===== config.mk =====
export PLATFORM = sky130hd
export DESIGN_NAME = muldiv_seq
export DESIGN_NICKNAME = d
export VERILOG_FILES = /design/src/rtl/muldiv_seq.sv
export SDC_FILE = /design/constraint.sdc
export NUM_CORES = 1
export LEC_CHECK = 0
export ABC_AREA = 0
export BUFFER_PORTS_ARGS = -buffer_cell sky130_fd_sc_hd__buf_4
export CORE_MARGIN = 8
export CORE_UTILIZATION = 40
export CTS_CLUSTER_DIAMETER = 150
export DETAILED_ROUTE_END_ITERATION = 8
export GPL_ROUTABILITY_DRIVEN = 0
export PLACE_DENSITY = 0.56
export SYNTH_ARGS = -nofsm -noshare
export SYNTH_HDL_FRONTEND = slang
export SYNTH_SLANG_ARGS = --single-unit

===== constraint.sdc =====
create_clock -name clk -period 5.55 [get_ports clk]
set_input_delay 0.2775 -clock clk [delete_from_list [all_inputs] [get_ports clk]]
set_output_delay 0.2775 -clock clk [all_outputs]
set_load 0.02 [all_outputs]

===== src/rtl/muldiv_seq.sv =====
// Iterative 32-step multiply/divide sequencer for the EXE stage.
// Shift-add multiply and restoring divide on magnitudes, sign fix at the end.
module muldiv_seq (
  input  logic        clk,
  input  logic        resetn,
  input  logic        req_valid,
  input  logic [1:0]  req_op,
  input  logic [31:0] req_src1,
  input  logic [31:0] req_src2,
  input  logic        flush,
  output logic        busy,
  output logic        done,
  output logic [31:0] result_hi,
  output logic [31:0] result_lo,
  output logic        div_by_zero
);

  typedef enum logic [2:0] {
    S_IDLE,
    S_PREP,
    S_RUN,
    S_FIX,
    S_DONE
  } state_t;

  state_t      state_q, state_d;
  logic [1:0]  op_q, op_d;
  logic        sgn1_q, sgn1_d;
  logic        sgn2_q, sgn2_d;
  logic [31:0] src1_q, src1_d;
  logic [31:0] src2_q, src2_d;
  logic [31:0] a_q, a_d;
  logic [31:0] b_q, b_d;
  logic [63:0] acc_q, acc_d;
  logic [4:0]  cnt_q, cnt_d;
  logic [31:0] hi_q, hi_d;
  logic [31:0] lo_q, lo_d;
  logic        dbz_q, dbz_d;

  logic        is_div;
  logic [31:0] mag1, mag2;
  logic [32:0] mul_sum;
  logic [32:0] rem_sh;
  logic [33:0] div_diff;
  logic [63:0] prod_neg;

  assign is_div   = op_q[1];
  assign mag1     = sgn1_q ? (~src1_q + 32'd1) : src1_q;
  assign mag2     = sgn2_q ? (~src2_q + 32'd1) : src2_q;
  assign mul_sum  = {1'b0, acc_q[63:32]}
                  + {1'b0, (b_q[0] ? a_q : 32'd0)};
  // Remainder lives in acc[63:32]; dividend bits shift out of b_q
  assign rem_sh   = {acc_q[63:32], b_q[31]};
  assign div_diff = {1'b0, rem_sh} - {2'b00, a_q};
  assign prod_neg = ~acc_q + 64'd1;

  always_comb begin
    state_d = state_q;
    op_d    = op_q;
    sgn1_d  = sgn1_q;
    sgn2_d  = sgn2_q;
    src1_d  = src1_q;
    src2_d  = src2_q;
    a_d     = a_q;
    b_d     = b_q;
    acc_d   = acc_q;
    cnt_d   = cnt_q;
    hi_d    = hi_q;
    lo_d    = lo_q;
    dbz_d   = dbz_q;
    if (flush) begin
      state_d = S_IDLE;
    end else begin
      unique case (state_q)
        S_IDLE: begin
          if (req_valid) begin
            state_d = S_PREP;
            op_d    = req_op;
            sgn1_d  = ~req_op[0] & req_src1[31];
            sgn2_d  = ~req_op[0] & req_src2[31];
            src1_d  = req_src1;
            src2_d  = req_src2;
            dbz_d   = 1'b0;
          end
        end
        S_PREP: begin
          a_d     = is_div ? mag2 : mag1;
          b_d     = is_div ? mag1 : mag2;
          acc_d   = 64'd0;
          cnt_d   = 5'd0;
          state_d = S_RUN;
        end
        S_RUN: begin
          if (is_div) begin
            acc_d[63:32] = div_diff[33] ? rem_sh[31:0]
                                        : div_diff[31:0];
            b_d = {b_q[30:0], ~div_diff[33]};
          end else begin
            acc_d = {mul_sum, acc_q[31:1]};
            b_d   = {1'b0, b_q[31:1]};
          end
          if (cnt_q == 5'd31) begin
            state_d = S_FIX;
          end else begin
            cnt_d = cnt_q + 5'd1;
          end
        end
        S_FIX: begin
          state_d = S_DONE;
          if (!is_div) begin
            {hi_d, lo_d} = (sgn1_q ^ sgn2_q) ? prod_neg : acc_q;
          end else if (src2_q == 32'd0) begin
            hi_d  = src1_q;
            lo_d  = 32'hFFFF_FFFF;
            dbz_d = 1'b1;
          end else begin
            lo_d = (sgn1_q ^ sgn2_q) ? (~b_q + 32'd1) : b_q;
            hi_d = sgn1_q ? (~acc_q[63:32] + 32'd1)
                          : acc_q[63:32];
          end
        end
        S_DONE: begin
          state_d = S_IDLE;
        end
        default: begin
          state_d = S_IDLE;
        end
      endcase
    end
  end

  always_ff @(posedge clk or negedge resetn) begin
    if (!resetn) begin
      state_q <= S_IDLE;
      op_q    <= 2'd0;
      sgn1_q  <= 1'b0;
      sgn2_q  <= 1'b0;
      src1_q  <= 32'd0;
      src2_q  <= 32'd0;
      a_q     <= 32'd0;
      b_q     <= 32'd0;
      acc_q   <= 64'd0;
      cnt_q   <= 5'd0;
      hi_q    <= 32'd0;
      lo_q    <= 32'd0;
      dbz_q   <= 1'b0;
    end else begin
      state_q <= state_d;
      op_q    <= op_d;
      sgn1_q  <= sgn1_d;
      sgn2_q  <= sgn2_d;
      src1_q  <= src1_d;
      src2_q  <= src2_d;
      a_q     <= a_d;
      b_q     <= b_d;
      acc_q   <= acc_d;
      cnt_q   <= cnt_d;
      hi_q    <= hi_d;
      lo_q    <= lo_d;
      dbz_q   <= dbz_d;
    end
  end

  assign busy        = (state_q != S_IDLE);
  assign done        = (state_q == S_DONE);
  assign result_hi   = hi_q;
  assign result_lo   = lo_q;
  assign div_by_zero = dbz_q;

endmodule

# Word-level counts from Yosys, hierarchy flattened
# Index checks and enable logic that the tools add are counted.
dict set report word_totals {
  reg_bits 269
  output_inout_bits 67
  elab_cells 86
}
dict set report op_classes {
  n_addsub 8
  eq_ne 12
  muxes 28
  n_bitwise 11
  n_reduce_logical 13
}
# operator n
set op_table {}
lappend op_table {{32-bit 2-to-1 mux} 15}
lappend op_table {{32-bit by 1-bit adder with 32-bit output, second input constant} 4}
lappend op_table {{32-bit inverter} 4}
lappend op_table {{64-bit one-hot mux with 2 select lines} 1}
lappend op_table {{64-bit by 1-bit adder with 64-bit output, second input constant} 1}
lappend op_table {{64-bit 2-to-1 mux} 1}
lappend op_table {{64-bit inverter} 1}
lappend op_table {{32-bit one-hot mux with 2 select lines} 1}
lappend op_table {{33-bit by 32-bit subtractor with 34-bit output} 1}
lappend op_table {{32-bit by 32-bit adder with 33-bit output} 1}
lappend op_table {{32-bit zero test} 1}
lappend op_table {{3-bit one-hot mux with 4 select lines} 1}
lappend op_table {{2-bit inequality test, second input constant} 5}
lappend op_table {{5-bit one-hot mux with 2 select lines} 1}
lappend op_table {{3-bit 2-to-1 mux} 3}
lappend op_table {{3-bit AND reduction} 3}
lappend op_table {{2-bit AND reduction} 4}
lappend op_table {{3-bit by 2-bit equality test with 1-bit output, second input constant} 2}
lappend op_table {{3-bit inequality test, second input constant} 2}
lappend op_table {{5-bit by 1-bit adder with 5-bit output, second input constant} 1}
lappend op_table {{5-bit equality test, second input constant} 1}
lappend op_table {{5-bit 2-to-1 mux} 1}
lappend op_table {{5-bit AND reduction} 1}
lappend op_table {{2-bit nonzero test} 2}
lappend op_table {{other kinds (9)} 14}

# Longest topological paths before layout
# Gate-level depths: netlist (run 1).
dict set report depth {
  depth_word 5
  ltp_mapped 14
  ltp_nobuf 13
}

# Worst setup path before layout (run 1)
# Ideal clock, no wire load.
dict set report synth_path {
  path_kind {reg-to-reg}
  start {register b_q[0]}
  end {register acc_q[60]}
  arrival_time_ps 3186
  required_ps 5428
  slack_ps 2242
  stages_incl_launch_ff 14
  synth_period_minus_slack_ps 3308
  cell_sequence {dfrtp_1 > clkinv_1 > clkbuf_1 > nor2_1 > ha_1 > o21ai_0 > nor4b_1 > o211ai_1 > a21oi_1 > a2111oi_0 > nor4_1 > o31a_1 > o21ai_0 > a32o_1}
}
dict set report synth_via {
  elab_chain_cells 4
}
# element line_no
set synth_lines {}
lappend synth_lines {{start: declaration} 33} ;# logic [31:0] b_q, b_d;
lappend synth_lines {{start signal: assignment} 141} ;# b_q <= 32'd0;
lappend synth_lines {{start signal: assignment} 155} ;# b_q <= b_d;
lappend synth_lines {{32-bit 2-to-1 mux} 51} ;# + {1'b0, (b_q[0] ? a_q : 32'd0)};
lappend synth_lines {{32-bit by 32-bit adder with 33-bit output} 51}
lappend synth_lines {{32-bit 2-to-1 mux} 94} ;# if (is_div) begin
lappend synth_lines {{64-bit one-hot mux with 2 select lines} 74} ;# unique case (state_q)
lappend synth_lines {{end signal: assignment} 142} ;# acc_q <= 64'd0;
lappend synth_lines {{end signal: assignment} 156} ;# acc_q <= acc_d;
lappend synth_lines {{end: declaration} 34} ;# logic [63:0] acc_q, acc_d;
# Every way passes these cells.
# A chain may end at the register's enable or synchronous reset.

# Worst setup path in the final report (run 1)
# Ends and elaborated chain as after synthesis.

==> results of run 1 <==
[kinds of logic after synthesis]
family	synth area share [%]
XOR/XNOR	9.96
buffers and inverters	4.56
AND/OR/NAND/NOR	18.7
multiplexers	7.09
AO/OA/AOI/OAI	21.5
flip-flops	33.6
adder cells (fa/ha/maj)	4.65
[worst max-delay path by stage]
stage           endpoint  depth (start not counted)
3_5_place_dp   acc_q[60]                         13
4_1_cts        acc_q[60]                         13
6_report       acc_q[60]                         13
3_3_place_gp   acc_q[60]                         13
5_1_grt        acc_q[60]                         13
2_1_floorplan  acc_q[60]                         13
[stage by stage]
| step | hold WS [ns] | setup slack, ns | utilization (%) | instance area [um2] |
|---|---|---|---|---|
| 3_3_place_gp | 0.359 | 1.35 | 43.3 | 21500 |
| 4_1_cts | 0.00106 | 1.24 | 46.9 | 23300 |
| 5_1_grt | 0.0338 | 0.752 | 46.9 | 23300 |
| 6_report | 0.0212 | 1.07 | 46.9 | 23300 |
| 3_5_place_dp | 0.366 | 1.27 | 43.3 | 21500 |
| 2_1_floorplan | -0.0181 | 2.24 | - | 20000 |
[placed cells by master (no fill, tap or decap), types with 21 or more instances in the layout]
cell type,instances
nand2b_1,21
xnor2_1,127
a21oi_1,154
nand3_1,65
o21ai_1,22
o221ai_1,30
nor2_1,191
o31ai_1,36
xor2_1,98
dfrtp_1,266
o21ai_0,247
or3_1,27
nand2_1,348
a211oi_1,24
nor4_1,22
buf_4,160
clkbuf_16,35
inv_1,65
a21o_1,33
mux2_2,73
ha_1,71
o211ai_1,21
nor3_1,35
dlygate4sd3_1,65
mux2i_1,57
[critical path, stage by stage, from the launching register on]
cell	delay (ns)
dfrtp_1	0.42
clkinv_1	0.61
buf_4	0.45
nor2_1	0.12
ha_1	0.28
and3_1	0.21
a221o_1	0.30
a21oi_1	0.19
nor2b_1	0.08
a2111oi_0	0.83
nor4_1	0.19
o31a_1	0.28
o21ai_0	0.23
a32o_1	0.20
[cell type report]
cell class | count | area [um2] | area share [%]
multi-input cells | 1941 | 12400 | 53.3
flip-flops and latches | 268 | 6710 | 28.8
repair buffers | 229 | 1930 | 8.27
clock buffers | 45 | 983 | 4.22
well taps | 672 | 841 | 3.61
inverters | 68 | 255 | 1.10
clock inverters | 13 | 178 | 0.762
[metal layers]
layer	part of all wire (%)	vias to the layer above
met2	42	784
met5	0.018	-
met4	4.4	2
li1	-	8892
met1	45	9158
met3	8.4	129
[sequential cells by signal, indices dropped and copies added, names as in the netlist]
name         count
a_q             32
acc_q           64
b_q             32
cnt_q            5
div_by_zero      1
op_q             1
result_hi       32
result_lo       32
sgn1_q           1
sgn2_q           1
src1_q          32
src2_q          32
state_q          3
[power breakdown]
part / switching (mW) / internal, mW
Sequential: 1.02 / 2.56
Clock: 0.907 / 1.43
Combinational: 4.60 / 3.03
==> results.json, run 1 <==
{
  "outcome": "completed",
  "cts_tree": "done",
  "clk_path_buf_depth": 3,
  "tns_ns": 0,
  "yosysSeqAreaShare_pct": 33.6,
  "worstHoldPathType": "in -> reg",
  "slew_violations": 0,
  "grt_busiest_layer": "met2",
  "grt_pass1_vias": 18114,
  "drt_iter0_markers": 1708,
  "diodes": 0,
  "cap_violations": 0,
  "min_from": "req_valid",
  "grt_use_met1_pct": 34.5,
  "fp.coreArea_um2": 49700,
  "synth.area.top_cells": "dfrtp_1 (34%), nand2_1 (6.6%), o21ai_0 (6.2%)",
  "ys_ff_latch": 268,
  "ir_drop_mv": 0.270,
  "fin_total_pwr_mw": 13.5,
  "cts-root-buf": "clkbuf_16",
  "clk_latency_ns": 0.55,
  "postCtsSetupBuffers": 0,
  "rows": 82,
  "grt_max_degree": 142,
  "cts.sinks": 268,
  "synthArstFlopShare_pct": 100,
  "crit_type": "reg -> reg",
  "cts_made_buffers": 34,
  "tightest_slew_ns": 0.974,
  "timing.fmax_ghz": 0.223,
  "fp.dieArea_um2": 57300,
  "cp-startpoint": "b_q[0]",
  "die_height_um": 239,
  "area_growth_pct": 16.8,
  "reg2reg_slack_ns": 1.07,
  "setup_viol": 0,
  "synth_flop_cell": "dfrtp_1",
  "cp_max_fo": 20,
  "yosys_warnings": 0,
  "grt_usage_pct": 24.2,
  "cp-end-kind": "register",
  "drtPass1Iterations": 5,
  "path_clk_slew_ns": 0.06,
  "synth_most_common_cell": "nand2_1",
  "grt_overflow_total": 0,
  "synth_top_cell_by_area": "dfrtp_1",
  "grt_pass1_wl_mm": 109,
  "die_width_um": 239,
  "portBuffers": 136,
  "synth_edf_count": 0,
  "viasPerCell": 5.86,
  "hold_depth": 3,
  "grtUsageMet2_pct": 35.6,
  "nFillCells": 4866,
  "drc": 0,
  "drive_above_1_share_pct": 12.9,
  "cp-start-kind": "register",
  "power.leakage_nw": 10.5,
  "grt_util_met3_pct": 4.07,
  "cts_resized": 0,
  "synth_cell_type_count": 78,
  "grt_antenna_before_repair": 2,
  "fin_crit_sh_pct": 80.8,
  "power_density_nw_per_um2": 581,
  "cts_hold_buf": 65,
  "min_period_ns": 4.48,
  "synth_top_area_share_pct": 33.6,
  "wl_per_cell_um": 21.8,
  "hold_end": "state_q[0]",
  "finalHoldViolCount": 0,
  "fin_nets": 2685,
  "wl_mm": 70.7,
  "reg2reg_from": "b_q[0]",
  "cp_data_required_time_ns": 6.02,
  "synth_area_per_cell_um2": 8.17,
  "start_util_pct": 40.2,
  "ant_nets": 0,
  "rsz0062_at_grt": "false",
  "fin_cells": 3236,
  "htree_levels": 2,
  "io_pins": 137,
  "syn_area_um2": 20000,
  "relSlewSlack_pct": 34.5,
  "cp.arrival_ns": 4.96,
  "hpwl_mm": 51.7,
  "skew_ns": 0.0163,
  "r2r_end": "acc_q[60]",
  "worstRegToRegCells": 13,
  "synthCells": 2443,
  "via_count": 18965,
  "numPlacedInstances": 3113,
  "synth_nets": 2586,
  "netlist_top_cells_count": "nand2_1 (349), dfrtp_1 (268), o21ai_0 (247)"
}
No activity file was read; power rests on OpenSTA's default activity.
==> run 2: changes to the inputs <==
--- a/config.mk
+++ b/config.mk
@@ -5,14 +5,14 @@
 export SDC_FILE = /design/constraint.sdc
 export NUM_CORES = 1
 export LEC_CHECK = 0
-export ABC_AREA = 0
+export ABC_AREA = 1
 export BUFFER_PORTS_ARGS = -buffer_cell sky130_fd_sc_hd__buf_4
 export CORE_MARGIN = 8
 export CORE_UTILIZATION = 40
 export CTS_CLUSTER_DIAMETER = 150
 export DETAILED_ROUTE_END_ITERATION = 8
 export GPL_ROUTABILITY_DRIVEN = 0
-export PLACE_DENSITY = 0.56
+export PLACE_DENSITY = 0.55
 export SYNTH_ARGS = -nofsm -noshare
 export SYNTH_HDL_FRONTEND = slang
 export SYNTH_SLANG_ARGS = --single-unit
==> constraint.sdc (replaced) <==
create_clock -name clk -period 4.4 [get_ports clk]
set_input_delay 0.22 -clock clk [delete_from_list [all_inputs] [get_ports clk]]
set_output_delay 0.22 -clock clk [all_outputs]
set_load 0.02 [all_outputs]
==> run 2 against run 1 <==
  * Maximum frequency up 43%
  * Die area increased by 17%
  * Global-route usage rose by 5.7 points
  * Worst hold slack gained 0.040 ns
  * Sequential share of layout area is 4.0 points lower
==> results.json, run 2 <==
{
  "outcome": "completed",
  "drt_iter0_markers": 3054,
  "power.leakage_nw": 14.1,
  "hold_depth": 5,
  "rsz0062_at_grt": "false",
  "tightest_slew_ns": 1.02,
  "cp_data_required_time_ns": 4.90,
  "die_width_um": 259,
  "synth_top_cell_by_area": "dfrtp_1",
  "cp.arrival_ns": 3.64,
  "diodes": 0,
  "synth_nets": 4017,
  "wl_per_cell_um": 21.4,
  "reg2reg_slack_ns": 1.26,
  "grt_antenna_before_repair": 2,
  "portBuffers": 136,
  "setup_viol": 0,
  "drc": 0,
  "cpPeakStageDelay_ns": 0.79,
  "grt_pass1_wl_mm": 154,
  "cts_made_buffers": 34,
  "synthArstFlopShare_pct": 100,
  "start_util_pct": 40.3,
  "yosysSeqAreaShare_pct": 28.4,
  "grt_overflow_total": 0,
  "synthCells": 3874,
  "fp.dieArea_um2": 67100,
  "cap_violations": 0,
  "timing.fmax_ghz": 0.318,
  "synth_area_per_cell_um2": 6.10,
  "synth_cell_type_count": 53,
  "synth_top_area_share_pct": 28.4,
  "cp-end-kind": "register",
  "io_pins": 137,
  "largest_reg_flops": 64,
  "crit_top_cell": "nand2_1",
  "drive_above_1_share_pct": 7.80,
  "cp-start-kind": "register",
  "worst_path_max_delay_cell": "dfrtp_1",
  "path_clk_slew_ns": 0.06,
  "layout_common_cells": "nand2_1 (1216), inv_1 (507), nand3_1 (401)",
  "slew_violations": 0,
  "power_density_nw_per_um2": 841,
  "cp_max_fo": 23,
  "cp_cell_sequence": "nand2_1 -> inv_1 -> ha_1 -> inv_1 -> fa_1 -> inv_1 -> nand3_1 -> nand3_1 -> nand2_1 -> o211ai_1 -> nand2_1 -> nand2_1 -> nand2_1 -> nand3_1 -> nand2_1 -> inv_1 -> nand3_1 -> nand2_1",
  "worstHoldPathType": "in -> reg",
  "ir_drop_mv": 0.528,
  "synth_flop_cell": "dfrtp_1",
  "hpwl_mm": 79.1,
  "area_growth_pct": 14.7,
  "grt_pass1_vias": 24171,
  "tns_ns": 0,
  "synth_edf_count": 0,
  "clk_latency_ns": 0.57,
  "fin_total_pwr_mw": 22.8,
  "path_buf_inv": 4,
  "via_count": 26286,
  "relSlewSlack_pct": 31.8,
  "synth_most_common_cell": "nand2_1",
  "drtPass1Iterations": 7,
  "clk_path_buf_depth": 3,
  "crit_type": "reg -> reg",
  "ys_ff_latch": 268,
  "viasPerCell": 5.48,
  "fp.coreArea_um2": 58700,
  "ant_nets": 0,
  "largest_register": "acc_q",
  "min_period_ns": 3.14,
  "postCtsSetupBuffers": 0,
  "rows": 89,
  "cts_tree": "done",
  "worstRegToRegCells": 18,
  "cts-root-buf": "clkbuf_16",
  "yosys_warnings": 0,
  "hold_end": "op_q[1]",
  "r2r_end": "acc_q[47]",
  "crit_family": "simple AND/OR/NAND/NOR gates",
  "netlist_top_cells_count": "nand2_1 (1216), inv_1 (507), nand3_1 (401)",
  "skew_ns": 0.0197,
  "min_from": "req_valid",
  "mostFrequentLayoutCell": "nand2_1",
  "fin_crit_sh_pct": 71.4,
  "synth.area.top_cells": "dfrtp_1 (28%), nand2_1 (19%), nand3_1 (8.5%)",
  "die_height_um": 259,
  "grt_max_degree": 160,
  "wl_mm": 103,
  "syn_area_um2": 23600,
  "fin_nets": 4146,
  "cts.sinks": 268,
  "grt_usage_pct": 29.9,
  "finalHoldViolCount": 0,
  "htree_levels": 2,
  "reg2reg_from": "b_q[0]"
}
==> run 2: per-stage QoR <==
step | hold slack (ns) | area [um2] | std cells | worst slack (ns) | utilization, %
floorplan | -0.0756 | 23600 | 3874 | 1.79 | -
global placement | 0.323 | 25300 | 4671 | 1.44 | 43.1
detailed placement | 0.324 | 25300 | 4671 | 1.33 | 43.1
CTS | 0.0542 | 27100 | 4800 | 1.30 | 46.2
global route | 0.117 | 27100 | 4800 | 0.896 | 46.2
finish | 0.0614 | 27100 | 4800 | 1.26 | 46.2
==> run 2: cells by family (layout without fill, tap and decap cells) <==
group	after synthesis	count (layout)	share of synthesized area, %
flip-flops	268	268	28.4
multiplexers	4	4	0.191
buffers and inverters	674	827	11.3
AO/OA/AOI/OAI	585	585	13.8
AND/OR/NAND/NOR	2168	2168	38.6
adder cells (fa/ha/maj)	73	73	3.93
XOR/XNOR	102	102	3.78
==> run 2: worst register-to-register path, stage by stage (launching register included) <==
cell and delay, ns:
dfrtp_1 0.79, nand2_1 0.13, inv_1 0.09, ha_1 0.22
inv_1 0.07, fa_1 0.38, inv_1 0.13, nand3_1 0.12
nand3_1 0.21, nand2_1 0.08, o211ai_1 0.26, nand2_1 0.13
nand2_1 0.11, nand2_1 0.05, nand3_1 0.06, nand2_1 0.05
inv_1 0.07, nand3_1 0.06, nand2_1 0.06
==> run 2: what timing repair did <==
action | in CTS | in global routing
hold buffers | 69 | 0
hold endpoints to repair | 161 | 0
resized for setup | 0 | 0
==> run 2: worst max path at each step <==
stage                     startpoint         to  slack [ns]  cells after the start
after floorplan               b_q[0]  acc_q[61]        1.79                     19
after global placement        b_q[0]  acc_q[61]        1.44                     17
after detailed placement      b_q[0]  acc_q[61]        1.33                     17
after CTS                     b_q[0]  acc_q[61]        1.30                     17
after global routing          b_q[0]  acc_q[61]        0.90                     17
final                         b_q[0]  acc_q[47]        1.26                     18
==> run 2: cell type report <==
type	count	area (um2)
inverters	531	2000
clock inverters	12	156
multi-input cells	2932	14300
clock buffers	48	973
well taps	773	967
repair buffers	236	2010
fillers	6242	31600
flip-flops and latches	268	6710
==> run 2: power by group <==
group | internal (mW) | leakage [nW] | switching, mW
Clock | 1.73 | 0.556 | 1.23
Combinational | 4.56 | 10.2 | 10.6
Sequential | 3.42 | 3.38 | 1.27
==> run 2: metal layers <==
metal	vias to the layer above	GRT usage [%]	share of wire [%]
met2	1248	43.6	41
li1	12720	-	-
met3	207	5.97	9.5
met4	2	11.5	4.5
met1	12109	42.9	45
met5	-	0	0.013
